`src/rtl/clock_meter_pkg.sv`:
```
// Shared types and defaults for the clock period meter.
package clock_meter_pkg;

  localparam int unsigned CNT_W_DEFAULT = 28;

  typedef enum logic [1:0] {
    WAIT_FIRST = 2'd0,
    MEASURE    = 2'd1,
    TIMED_OUT  = 2'd2
  } state_e;

endpackage

```
`src/rtl/clock_period_meter_sync_edge_detect.sv`:
```
// Multi-flop synchroniser for an asynchronous input with a rising-edge strobe.
module sync_edge_detect #(
  parameter int unsigned SYNC_STAGES = 2
) (
  input  logic clock_in,
  input  logic reset_n,
  input  logic async_in,
  output logic level,
  output logic rise
);

  logic [SYNC_STAGES-1:0] r_sync;
  logic                   r_level_d;

  always_ff @(posedge clock_in) begin
    if (!reset_n) begin
      r_sync    <= '0;
      r_level_d <= 1'b0;
    end else begin
      r_sync    <= {r_sync[SYNC_STAGES-2:0], async_in};
      r_level_d <= r_sync[SYNC_STAGES-1];
    end
  end

  assign level = r_sync[SYNC_STAGES-1];
  assign rise  = level & ~r_level_d;

endmodule

```
`src/rtl/clock_period_meter.sv`:
```
// Measures the period (and, with CLOCK_PERIOD_METER_DUTY_EN defined, the high
// time) of an asynchronous slow clock in fast clock cycles; flags a stalled input.
module clock_period_meter
  import clock_meter_pkg::*;
#(
  parameter int unsigned      CNT_W       = CNT_W_DEFAULT,
  parameter logic [CNT_W-1:0] TIMEOUT     = CNT_W'(100000000),
  parameter int unsigned      SYNC_STAGES = 2
) (
  input  logic             clock_in,
  input  logic             reset_n,
  input  logic             meas_in,
  output logic [CNT_W-1:0] period_out,
  output logic             period_valid,
  output logic             timeout,
`ifdef CLOCK_PERIOD_METER_DUTY_EN
  output logic [CNT_W-1:0] high_out,
`endif
  output logic             busy
);

  localparam logic [CNT_W-1:0] CNT_MAX = '1;
  localparam logic [CNT_W-1:0] TO_LAST = TIMEOUT - CNT_W'(1);

  logic             w_level;
  logic             w_rise;
  logic             w_to_hit;
  state_e           r_state;
  state_e           w_state_nxt;
  logic [CNT_W-1:0] r_cnt;
  logic [CNT_W-1:0] w_cnt_nxt;
  logic [CNT_W-1:0] r_period;
  logic [CNT_W-1:0] w_period_nxt;
  logic             r_valid;
  logic             w_valid_nxt;
  logic             r_timeout;
  logic             r_busy;

  sync_edge_detect #(
    .SYNC_STAGES(SYNC_STAGES)
  ) u_sync (
    .clock_in(clock_in),
    .reset_n (reset_n),
    .async_in(meas_in),
    .level   (w_level),
    .rise    (w_rise)
  );

  assign w_to_hit = (r_cnt == TO_LAST);

  always_ff @(posedge clock_in) begin
    if (!reset_n) begin
      r_state   <= WAIT_FIRST;
      r_cnt     <= '0;
      r_period  <= '0;
      r_valid   <= 1'b0;
      r_timeout <= 1'b0;
      r_busy    <= 1'b0;
    end else begin
      r_state   <= w_state_nxt;
      r_cnt     <= w_cnt_nxt;
      r_period  <= w_period_nxt;
      r_valid   <= w_valid_nxt;
      r_timeout <= (w_state_nxt == TIMED_OUT);
      r_busy    <= (w_state_nxt == MEASURE);
    end
  end

  // A rise beats the timeout threshold when both land in the same cycle.
  always_comb begin
    w_state_nxt  = r_state;
    w_cnt_nxt    = r_cnt;
    w_period_nxt = r_period;
    w_valid_nxt  = 1'b0;
    case (r_state)
      WAIT_FIRST: begin
        w_cnt_nxt = '0;
        if (w_rise) w_state_nxt = MEASURE;
      end
      MEASURE: begin
        if (w_rise) begin
          w_period_nxt = (r_cnt == CNT_MAX) ? CNT_MAX : r_cnt + CNT_W'(1);
          w_valid_nxt  = 1'b1;
          w_cnt_nxt    = '0;
        end else if (w_to_hit) begin
          w_state_nxt = TIMED_OUT;
          w_cnt_nxt   = '0;
        end else if (r_cnt != CNT_MAX) begin
          w_cnt_nxt = r_cnt + CNT_W'(1);
        end
      end
      TIMED_OUT: begin
        w_cnt_nxt = '0;
        if (w_rise) w_state_nxt = MEASURE;
      end
      default: begin
        w_state_nxt = WAIT_FIRST;
        w_cnt_nxt   = '0;
      end
    endcase
  end

  assign period_out   = r_period;
  assign period_valid = r_valid;
  assign timeout      = r_timeout;
  assign busy         = r_busy;

`ifdef CLOCK_PERIOD_METER_DUTY_EN
  logic [CNT_W-1:0] r_hcnt;
  logic [CNT_W-1:0] w_hcnt_nxt;
  logic [CNT_W-1:0] r_high;
  logic [CNT_W-1:0] w_high_nxt;

  always_ff @(posedge clock_in) begin
    if (!reset_n) begin
      r_hcnt <= '0;
      r_high <= '0;
    end else begin
      r_hcnt <= w_hcnt_nxt;
      r_high <= w_high_nxt;
    end
  end

  // High-time counter shares the period counter's clear points.
  always_comb begin
    w_hcnt_nxt = r_hcnt;
    w_high_nxt = r_high;
    if ((r_state != MEASURE) || w_rise || w_to_hit) begin
      w_hcnt_nxt = '0;
    end else if (w_level && (r_hcnt != CNT_MAX)) begin
      w_hcnt_nxt = r_hcnt + CNT_W'(1);
    end
    if ((r_state == MEASURE) && w_rise) begin
      w_high_nxt = (w_level && (r_hcnt != CNT_MAX)) ? r_hcnt + CNT_W'(1) : r_hcnt;
    end
  end

  assign high_out = r_high;
`else
  logic w_level_unused;
  assign w_level_unused = w_level;
`endif

endmodule

```
`config.mk`:
```
export PLATFORM = sky130hd
export DESIGN_NAME = clock_period_meter
export DESIGN_NICKNAME = d
export VERILOG_FILES = /design/src/rtl/clock_meter_pkg.sv /design/src/rtl/clock_period_meter_sync_edge_detect.sv /design/src/rtl/clock_period_meter.sv
export SDC_FILE = /design/constraint.sdc
export NUM_CORES = 1
export LEC_CHECK = 0
export CELL_PAD_IN_SITES_DETAIL_PLACEMENT = 0
export CELL_PAD_IN_SITES_GLOBAL_PLACEMENT = 1
export CORE_UTILIZATION = 35
export DETAILED_ROUTE_END_ITERATION = 6
export MAX_ROUTING_LAYER = met4
export PLACE_DENSITY = 0.68
export RECOVER_POWER = 100
export SLEW_MARGIN = 5
export SYNTH_ARGS = -nofsm -noshare
export SYNTH_HDL_FRONTEND = slang
export SYNTH_SLANG_ARGS = --single-unit
```
`constraint.sdc`:
```
create_clock -name clock_in -period 7.4 [get_ports clock_in]
set_clock_uncertainty 0.2 [all_clocks]
set_input_delay 1.48 -clock clock_in [delete_from_list [all_inputs] [get_ports clock_in]]
set_output_delay 1.48 -clock clock_in [all_outputs]
set_load 0.005 [all_outputs]
```
==> reports/metrics.yaml, run 1 <==
drt:
  wl_per_cell_um: 13.6
  ant_nets: 0
  drt-pass1-iter-count: 4
  num_vias: 2174
  routed_via_density: 4.99
  wirelength_um: 5940
  drt-initial-drc-count: 77
  drc_errors: 0
sta:
  rsz0062_at_grt: "false"
  layout_min_cycle_time_ns: 4.21
  worstMarginPinSlew_ns: 2.42
  max_freq_ghz: 0.238
  hold_viol: 0
  setup-tns-final_ns: 0
  slew_headroom_pct: -62.5
  finalMaxSlewViolations: 17
  fin_crit_sh_pct: 56.9
  finalSetupViolCount: 0
floorplan:
  core_sq_um: 7690
  dieArea_sq_um: 8260
  start_util_pct: 36.0
  io_pins: 34
  core.rowCount: 32
  die_w_um: 90.9
  die_h_um: 90.9
layout:
  fillCellCount: 790
  stdcell_area_sq_um: 3330
  finish.net_count: 333
  drive_above_1_share_pct: 8.68
  synthToLayoutAreaGrowth_pct: 20.5
  mostFrequentLayoutCell: "dfxtp_1"
  finalNonFillerCells: 436
  layout_common_cells: "dfxtp_1, nor2_1, dlygate4sd3_1"
  fin_util_pct: 43.4
  antenna-diode-count: 0
yosys:
  synthFlopType: "dfxtp_1"
  synthesis.area_sq_um: 2770
  syn-num-nets: 307
  yosysTopAreaCell: "dfxtp_1"
  ys_types: 42
  ys_ff_latch: 64
  seq_area_frac_synth_pct: 46.3
  avgSynthCellArea_sq_um: 9.13
  synth_top_area_share_pct: 46.3
  async_reset_ff_share_pct: 0
  synth.area.top_cells: "dfxtp_1, nor2_1, a31oi_4, o21ai_0, nand3_1"
  synth-edff-count: 0
  yosysWarnings: 0
  syn_inst: 303
clocking:
  clock_latency_ns: 0.35
  postCtsHoldBufs: 0
  cts_setup_buffers: 0
  cts_tree: "done"
  clockBufferDepth: 2
  ctsRootBufferMaster: "clkbuf_8"
  cts_buffers: 9
  clock_sinks: 64
  ctsResizeCount: 0
  clkTransAtPathRegs_ns: 0.08
  h-tree-depth: 3
power:
  p_switching_mw: 0.154
  clkPwrFrac_pct: 48.5
  sw_frac_of_total_pct: 21.7
  ir_drop_mv: 0.124
  seq_power_share_pct: 49.3
  powerDensity_nw_per_um2: 212
  combPwrFrac_pct: 2.2
  internal-power_mw: 0.553
  p_leak_nw: 1.20
global_routing:
  grt_max_degree: 50
  antenna_found_initial: 0
  grt_pass1_wl_um: 10400
  grt_overflow: 0
  grt_pass1_vias: 2089
  grt_util_all_layers_pct: 16.4
critical_path:
  cp-endpoint: "period_out[8]"
  end_kind: "flop"
  worstPathArrival_ns: 4.28
  crit_path_start: "r_cnt[0]"
  critPathRequiredTime_ns: 7.47
  cp_max_fo: 16
  r2r.worst_path.cells: 6
  reg2reg_slack_ns: 3.19
  timing.rr.end: "period_out[8]"
  crit_type: "flop to flop"
  reg2reg_from: "r_cnt[0]"
  start_kind: "flop"
placed_design:
  dp.final_hpwl_um: 4040
  gp_congestion: 0.779
  dpl-instance-area_sq_um: 3120
  placedCellCount: 420
  port_buffers: 33
run_status:
  violations: "capacitance limit, slew limit"
  outcome: "complete, but fails checks"
hold_path:
  hp-class: "flop to flop"
job:
  max_cap_viol_count: 1
==> kinds of logic (layout without fill, tap and decap cells) <==
family          count (synthesis)  after routing  synth area share, %
mux                             4              4                 1.45
buf+inv                        22             53                 4.61
compound gates                 60             60                 16.0
xor+xnor                       18             18                 5.70
simple gates                  134            134                 25.5
fa+ha+maj                       1              1                0.452
flops                          64             64                 46.3
==> worst min-delay path by stage <==
stage	from	end	cells past startpoint
after floorplan	u_sync.r_sync[0]	u_sync.r_sync[1]	1
after global placement	u_sync.r_sync[0]	u_sync.r_sync[1]	1
after detailed placement	u_sync.r_sync[0]	u_sync.r_sync[1]	1
after CTS	u_sync.r_sync[0]	u_sync.r_sync[1]	1
after global routing	u_sync.r_sync[0]	u_sync.r_sync[1]	1
final	u_sync.r_sync[0]	u_sync.r_sync[1]	1
==> per-stage QoR <==
step	power, mW	hold WS [ns]	setup WS (ns)
2_1_floorplan	0.366	0.212	4.78
3_3_place_gp	0.373	0.216	3.51
3_5_place_dp	0.373	0.222	3.46
4_1_cts	0.717	0.240	3.80
5_1_grt	0.733	0.259	2.64
6_report	0.707	0.236	3.19
==> final cells by class <==
type / instances / area (sq um) / area share, %
multi-input cells: 217 / 1350 / 40.5
clock inverters: 6 / 91.3 / 2.74
flip-flops and latches: 64 / 1280 / 38.4
clock buffers: 10 / 138 / 4.13
inverters: 3 / 11.3 / 0.338
repair buffers: 34 / 334 / 10.0
well taps: 102 / 128 / 3.83
==> cells in the mapped netlist (3+ instances only) <==
| cell | instances |
|---|---|
| and3_1 | 5 |
| clkbuf_1 | 9 |
| dfxtp_1 | 64 |
| nand3_1 | 18 |
| nor3_1 | 10 |
| nand2_1 | 15 |
| xor2_1 | 9 |
| nand2b_1 | 4 |
| nor4_1 | 6 |
| a211oi_1 | 8 |
| xnor2_1 | 9 |
| o21ai_0 | 19 |
| mux2i_1 | 4 |
| a31oi_4 | 5 |
| nor2_1 | 50 |
| and4_1 | 5 |
| buf_4 | 3 |
| nand4_1 | 7 |
| inv_1 | 3 |
| a21oi_1 | 17 |
| and2_1 | 3 |
==> sequential cells by signal, indices dropped and copies added, names as in the netlist <==
| signal | cells |
|---|---|
| timeout | 1 |
| r_state | 2 |
| u_sync.r_level_d | 1 |
| busy | 1 |
| u_sync.r_sync | 2 |
| period_out | 28 |
| period_valid | 1 |
| r_cnt | 28 |
==> power by group through the flow <==
stage | Sequential (mW) | Combinational (mW) | Clock (mW)
2_1_floorplan | 0.357 | 0.00952 | 0
3_3_place_gp | 0.357 | 0.0164 | 0
3_5_place_dp | 0.357 | 0.0165 | 0
4_1_cts | 0.349 | 0.0166 | 0.352
5_1_grt | 0.349 | 0.0171 | 0.367
6_report | 0.349 | 0.0154 | 0.343
==> worst max-delay path, cell delays in order, from the launching register on <==
cell and delay (ns):
dfxtp_1 0.45, ha_1 0.22, nand3_1 0.27, or2_0 0.47, nor4_1 1.93, nor2_1 0.26
a211oi_1 0.31
==> routing by layer <==
layer / vias up / GRT usage (%) / wire length (um)
li1: 1138 / - / -
met1: 984 / 21.5 / 3080
met2: 44 / 23.2 / 2510
met3: 8 / 4.46 / 286
met4: 0 / 8.33 / 63
met5: - / - / 0
No activity file was read; power rests on OpenSTA's default activity.
==> inputs of run 2 (changes only) <==
- clock period: 7.4 -> 3.9 ns (I/O delays scaled with it)
==> reports/metrics.yaml, run 2 (same netlist as run 1, synthesis figures left out) <==
critical_path:
  critPathRequiredTime_ns: 3.95  # -3.52 ns
  r2r.worst_path.cells: 6  # unchanged
  worstPathArrival_ns: 3.31  # -0.97 ns
  crit_type: "input pin to flop"
  timing.rr.end: "period_out[12]"
  reg2reg_from: "r_cnt[0]"
  cp-endpoint: "r_cnt[27]"
  start_kind: "input pin"
  reg2reg_slack_ns: 0.82  # -2.37 ns
  crit_path_start: "reset_n"
  cp_max_fo: 27  # +11
  end_kind: "flop"
layout:
  finish.net_count: 336  # +0.90%
  multi_input_comb_area_sq_um: 1350  # +0.19%
  antenna-diode-count: 0  # unchanged
  drive_above_1_share_pct: 8.90  # +0.22 points
  fillCellCount: 786  # -0.51%
  synthToLayoutAreaGrowth_pct: 20.6  # about the same
  seq_area_sq_um: 1280  # unchanged
  stdcell_area_sq_um: 3340  # about the same
  layout_common_cells: "dfxtp_1, nor2_1, dlygate4sd3_1"
  finalNonFillerCells: 439  # +0.69%
  mostFrequentLayoutCell: "dfxtp_1"
clocking:
  clockBufferDepth: 2  # unchanged
  ctsResizeCount: 0  # unchanged
  cts_setup_buffers: 0  # unchanged
  clock_latency_ns: 0.35  # about the same
  cts_tree: "done"
  cts_buffers: 9  # unchanged
  clock_sinks: 64  # unchanged
  postCtsHoldBufs: 0  # unchanged
  clkTransAtPathRegs_ns: 0.07  # about the same
  ctsRootBufferMaster: "clkbuf_8"
  h-tree-depth: 3  # unchanged
global_routing:
  grt_pass1_vias: 1947  # -6.8%
  grt_pass1_wl_um: 9960  # -3.8%
  antenna_found_initial: 0  # unchanged
  grt_max_degree: 28  # -44%
  grt_overflow: 0  # unchanged
  grt_util_all_layers_pct: 16.1  # -0.31 points
sta:
  layout_min_cycle_time_ns: 3.26
  hold_viol: 0  # unchanged
  finalSetupViolCount: 0  # unchanged
  rsz0062_at_grt: "false"
  fin_crit_sh_pct: 83.5
  slew_headroom_pct: 29.2  # +92 points
  worstMarginPinSlew_ns: 1.06  # -1.35 ns
  max_freq_ghz: 0.307
  setup-tns-final_ns: 0  # unchanged
  fin_hold_ws_ns: 0.239  # +0.00260 ns
  finalMaxSlewViolations: 0  # -17
drt:
  routed_via_density: 4.96  # -0.59%
  drt-pass1-iter-count: 4  # unchanged
  num_vias: 2176  # +0.092%
  ant_nets: 0  # unchanged
  drc_errors: 0  # unchanged
  wirelength_um: 5930  # about the same
  drt-initial-drc-count: 74  # -3.9%
  wl_per_cell_um: 13.5  # -0.77%
floorplan:
  start_util_pct: 36.0  # unchanged
  dieArea_sq_um: 8260  # unchanged
  die_w_um: 90.9  # unchanged
  die_h_um: 90.9  # unchanged
  io_pins: 34  # unchanged
  core_sq_um: 7690  # unchanged
  core.rowCount: 32  # unchanged
power:
  p_leak_nw: 1.22  # +1.8%
  ir_drop_mv: 0.192  # +55%
  powerDensity_nw_per_um2: 382  # +80%
  p_total_mw: 1.28  # +80%
placed_design:
  gp_congestion: 0.863  # +11%
  placedCellCount: 423  # +0.71%
  port_buffers: 33  # unchanged
  dp.final_hpwl_um: 4120  # +1.9%
  dpl-instance-area_sq_um: 3150  # +0.72%
run_status:
  outcome: "completed"
hold_path:
  hp-class: "flop to flop"
job:
  max_cap_viol_count: 0  # -1
[run 2: area by class of cell]
type | count | share of cell area, %
clock buffer | 11 | 4.54
clock inverter | 5 | 1.65
inverter | 3 | 0.338
multi-input combinational | 217 | 40.5
sequential | 64 | 38.4
tap | 102 | 3.83
timing repair buffer | 37 | 10.7
[run 2: stage by stage]
stage	setup WS (ns)	util, %
6_report	0.642	43.4
3_5_place_dp	0.915	40.9
5_1_grt	0.389	43.4
3_3_place_gp	1.08	40.9
2_1_floorplan	1.29	-
4_1_cts	0.905	43.6
[run 2: critical path: stages]
cell           delay, ns
dlygate4sd3_1       0.52
clkbuf_1            0.78
inv_1               0.48
nand4bb_1           0.34
buf_4               0.22
a211oi_1            0.19
[run 2: worst min-delay path by stage]
stage,from,end,slack (ns),depth (start not counted)
3_3_place_gp,u_sync.r_sync[0],u_sync.r_sync[1],0.22,1
5_1_grt,u_sync.r_sync[0],u_sync.r_sync[1],0.25,1
6_report,u_sync.r_sync[0],u_sync.r_sync[1],0.24,1
2_1_floorplan,u_sync.r_sync[0],u_sync.r_sync[1],0.21,1
3_5_place_dp,u_sync.r_sync[0],u_sync.r_sync[1],0.22,1
4_1_cts,u_sync.r_sync[0],u_sync.r_sync[1],0.24,1
[run 2: routing by layer]
metal	GRT usage (%)	vias up	share of wire (%)	routed length, um
li1	-	1138	-	-
met1	22.1	993	53	3120
met2	21.3	37	42	2470
met3	3.96	8	3.8	225
met4	9.13	0	2.0	117
met5	-	-	0	0
[run 2: report_power, final]
part / switching [mW] / leakage (nW) / internal (mW) / total (mW)
Sequential: 0.00289 / 0.516 / 0.659 / 0.662
Clock: 0.255 / 0.101 / 0.327 / 0.583
Combinational: 0.0176 / 0.603 / 0.0130 / 0.0306
Total: 0.276 / 1.22 / 1.00 / 1.28
==> inputs of run 3 (changes only) <==
- clock period: 3.9 -> 3.3 ns (I/O delays scaled with it)
==> reports/metrics.yaml, run 3 (same netlist as run 1, synthesis figures left out) <==
run_status:
  outcome: "completed"
floorplan:
  io_pins: 34  # unchanged
  dieArea_sq_um: 8260  # unchanged
  start_util_pct: 36.0  # unchanged
  core.rowCount: 32  # unchanged
  die_h_um: 90.9  # unchanged
  core_sq_um: 7690  # unchanged
  die_w_um: 90.9  # unchanged
critical_path:
  worstPathArrival_ns: 2.87  # -0.44 ns
  path_delay_family: "simple AND/OR/NAND/NOR gates"
  slowest_delay_ns: 0.72  # -0.06 ns
  cp_max_fo: 14  # -48%
  cp_slowest_cell: "or4_1"
  path_cells: "nand4_1, or4_1, or4_4, and2_0, a21oi_2"
  cp_num_buf_inv: 0  # -4
  crit_type: "flop to flop"
  start_kind: "flop"
  end_kind: "flop"
  critPathRequiredTime_ns: 3.37  # -0.58 ns
global_routing:
  grt_pass1_vias: 1929  # -0.92%
  grt_util_all_layers_pct: 15.6  # -0.50 points
  grt_pass1_wl_um: 9910  # -0.48%
  antenna_found_initial: 0  # unchanged
  grt_overflow: 0  # unchanged
  grt_max_degree: 29  # +3.6%
drt:
  drt-pass1-iter-count: 4  # unchanged
  routed_via_density: 4.93  # -0.55%
  ant_nets: 0  # unchanged
  wl_per_cell_um: 13.3  # -1.2%
  drc_errors: 0  # unchanged
  wirelength_um: 5890  # -0.79%
  drt-initial-drc-count: 93  # +26%
  num_vias: 2174  # -0.092%
sta:
  rsz0062_at_grt: "false"
  fin_crit_sh_pct: 84.9
  setup-tns-final_ns: 0  # unchanged
  finalMaxSlewViolations: 0  # unchanged
  finalSetupViolCount: 0  # unchanged
  layout_min_cycle_time_ns: 2.80
  worstMarginPinSlew_ns: 1.07  # +0.0103 ns
  hold_viol: 0  # unchanged
  slew_headroom_pct: 28.5  # -0.69 points
  max_freq_ghz: 0.357
placed_design:
  placedCellCount: 425  # +0.47%
  dp.final_hpwl_um: 4030  # -2.1%
  gp_congestion: 0.817  # -5.4%
  port_buffers: 33  # unchanged
job:
  max_cap_viol_count: 0  # unchanged
power:
  seq_power_share_pct: 48.4  # -3.5 points
  internal-power_mw: 1.29  # +29%
  sw_frac_of_total_pct: 20.0  # -1.6 points
  ir_drop_mv: 0.209  # +8.4%
  clkPwrFrac_pct: 49.4  # +3.7 points
  combPwrFrac_pct: 2.2  # -0.2 points
  p_switching_mw: 0.323  # +17%
  powerDensity_nw_per_um2: 486  # +27%
  p_leak_nw: 1.21  # -0.80%
layout:
  antenna-diode-count: 0  # unchanged
  synthToLayoutAreaGrowth_pct: 20.1
  finalNonFillerCells: 441  # +0.46%
  layout_common_cells: "dfxtp_1, nor2_1, dlygate4sd3_1"
  finish.net_count: 338  # +0.60%
  mostFrequentLayoutCell: "dfxtp_1"
  drive_above_1_share_pct: 8.55  # -0.35 points
clocking:
  postCtsHoldBufs: 0  # unchanged
  ctsRootBufferMaster: "clkbuf_8"
  clkTransAtPathRegs_ns: 0.07  # about the same
  cts_setup_buffers: 0  # unchanged
  clock_sinks: 64  # unchanged
  clock_latency_ns: 0.34  # about the same
  ctsResizeCount: 0  # unchanged
  clockBufferDepth: 2  # unchanged
  h-tree-depth: 3  # unchanged
  cts_tree: "done"
  cts_buffers: 9  # unchanged
hold_path:
  hp-class: "flop to flop"
## run 3: worst register-to-register path, cell delays in order, from the launching register on
cell and delay, ns:
dfxtp_1 0.45, nand4_1 0.26, or4_1 0.72, or4_4 0.70, and2_0 0.25, a21oi_2 0.15
## run 3: power by group through the flow
stage | combinational, mW | sequential (mW) | clock [mW]
final | 0.0352 | 0.782 | 0.798
after global routing | 0.0391 | 0.783 | 0.853
after CTS | 0.0387 | 0.783 | 0.820
after detailed placement | 0.0385 | 0.800 | 0
after global placement | 0.0385 | 0.800 | 0
after floorplan | 0.0213 | 0.800 | 0
## run 3: worst paths after layout
kind / slack (ns) / start / depth (start not counted) / endpoint
setup / recovery: 0.50 / r_cnt[8] / 5 / period_out[12]
hold / removal: 0.24 / u_sync.r_sync[0] / 1 / u_sync.r_sync[1]
setup reg to reg: 0.50 / r_cnt[8] / 5 / period_out[12]
hold reg to reg: 0.24 / u_sync.r_sync[0] / 1 / u_sync.r_sync[1]
## run 3: through the flow
step,util (%),setup WS (ns),hold WS [ns],total power [mW],instance area [sq um]
detailed placement,41.1,0.670,0.226,0.839,3160
global route,43.2,0.366,0.261,1.67,3320
global placement,41.1,0.723,0.219,0.839,3160
finish,43.2,0.498,0.239,1.62,3320
CTS,44.2,0.666,0.246,1.64,3400
floorplan,-,0.690,0.212,0.822,2770
## run 3: per-layer routing
layer,wire length (um),vias to the layer above,part of all wire (%),global-route usage (%)
met2,2390,39,41,21.1
li1,-,1143,-,-
met4,70,0,1.2,5.95
met1,3190,984,54,22.0
met3,244,8,4.1,4.12
met5,0,-,0,-
## run 3: area by class of cell
type	instances	area, sq um
Multi-Input combinational cell	217	1300
Clock inverter	6	108
Tap cell	102	128
Sequential cell	64	1280
Inverter	3	11.3
Timing Repair Buffer	39	372
Clock buffer	10	128
Fill cell	781	4360
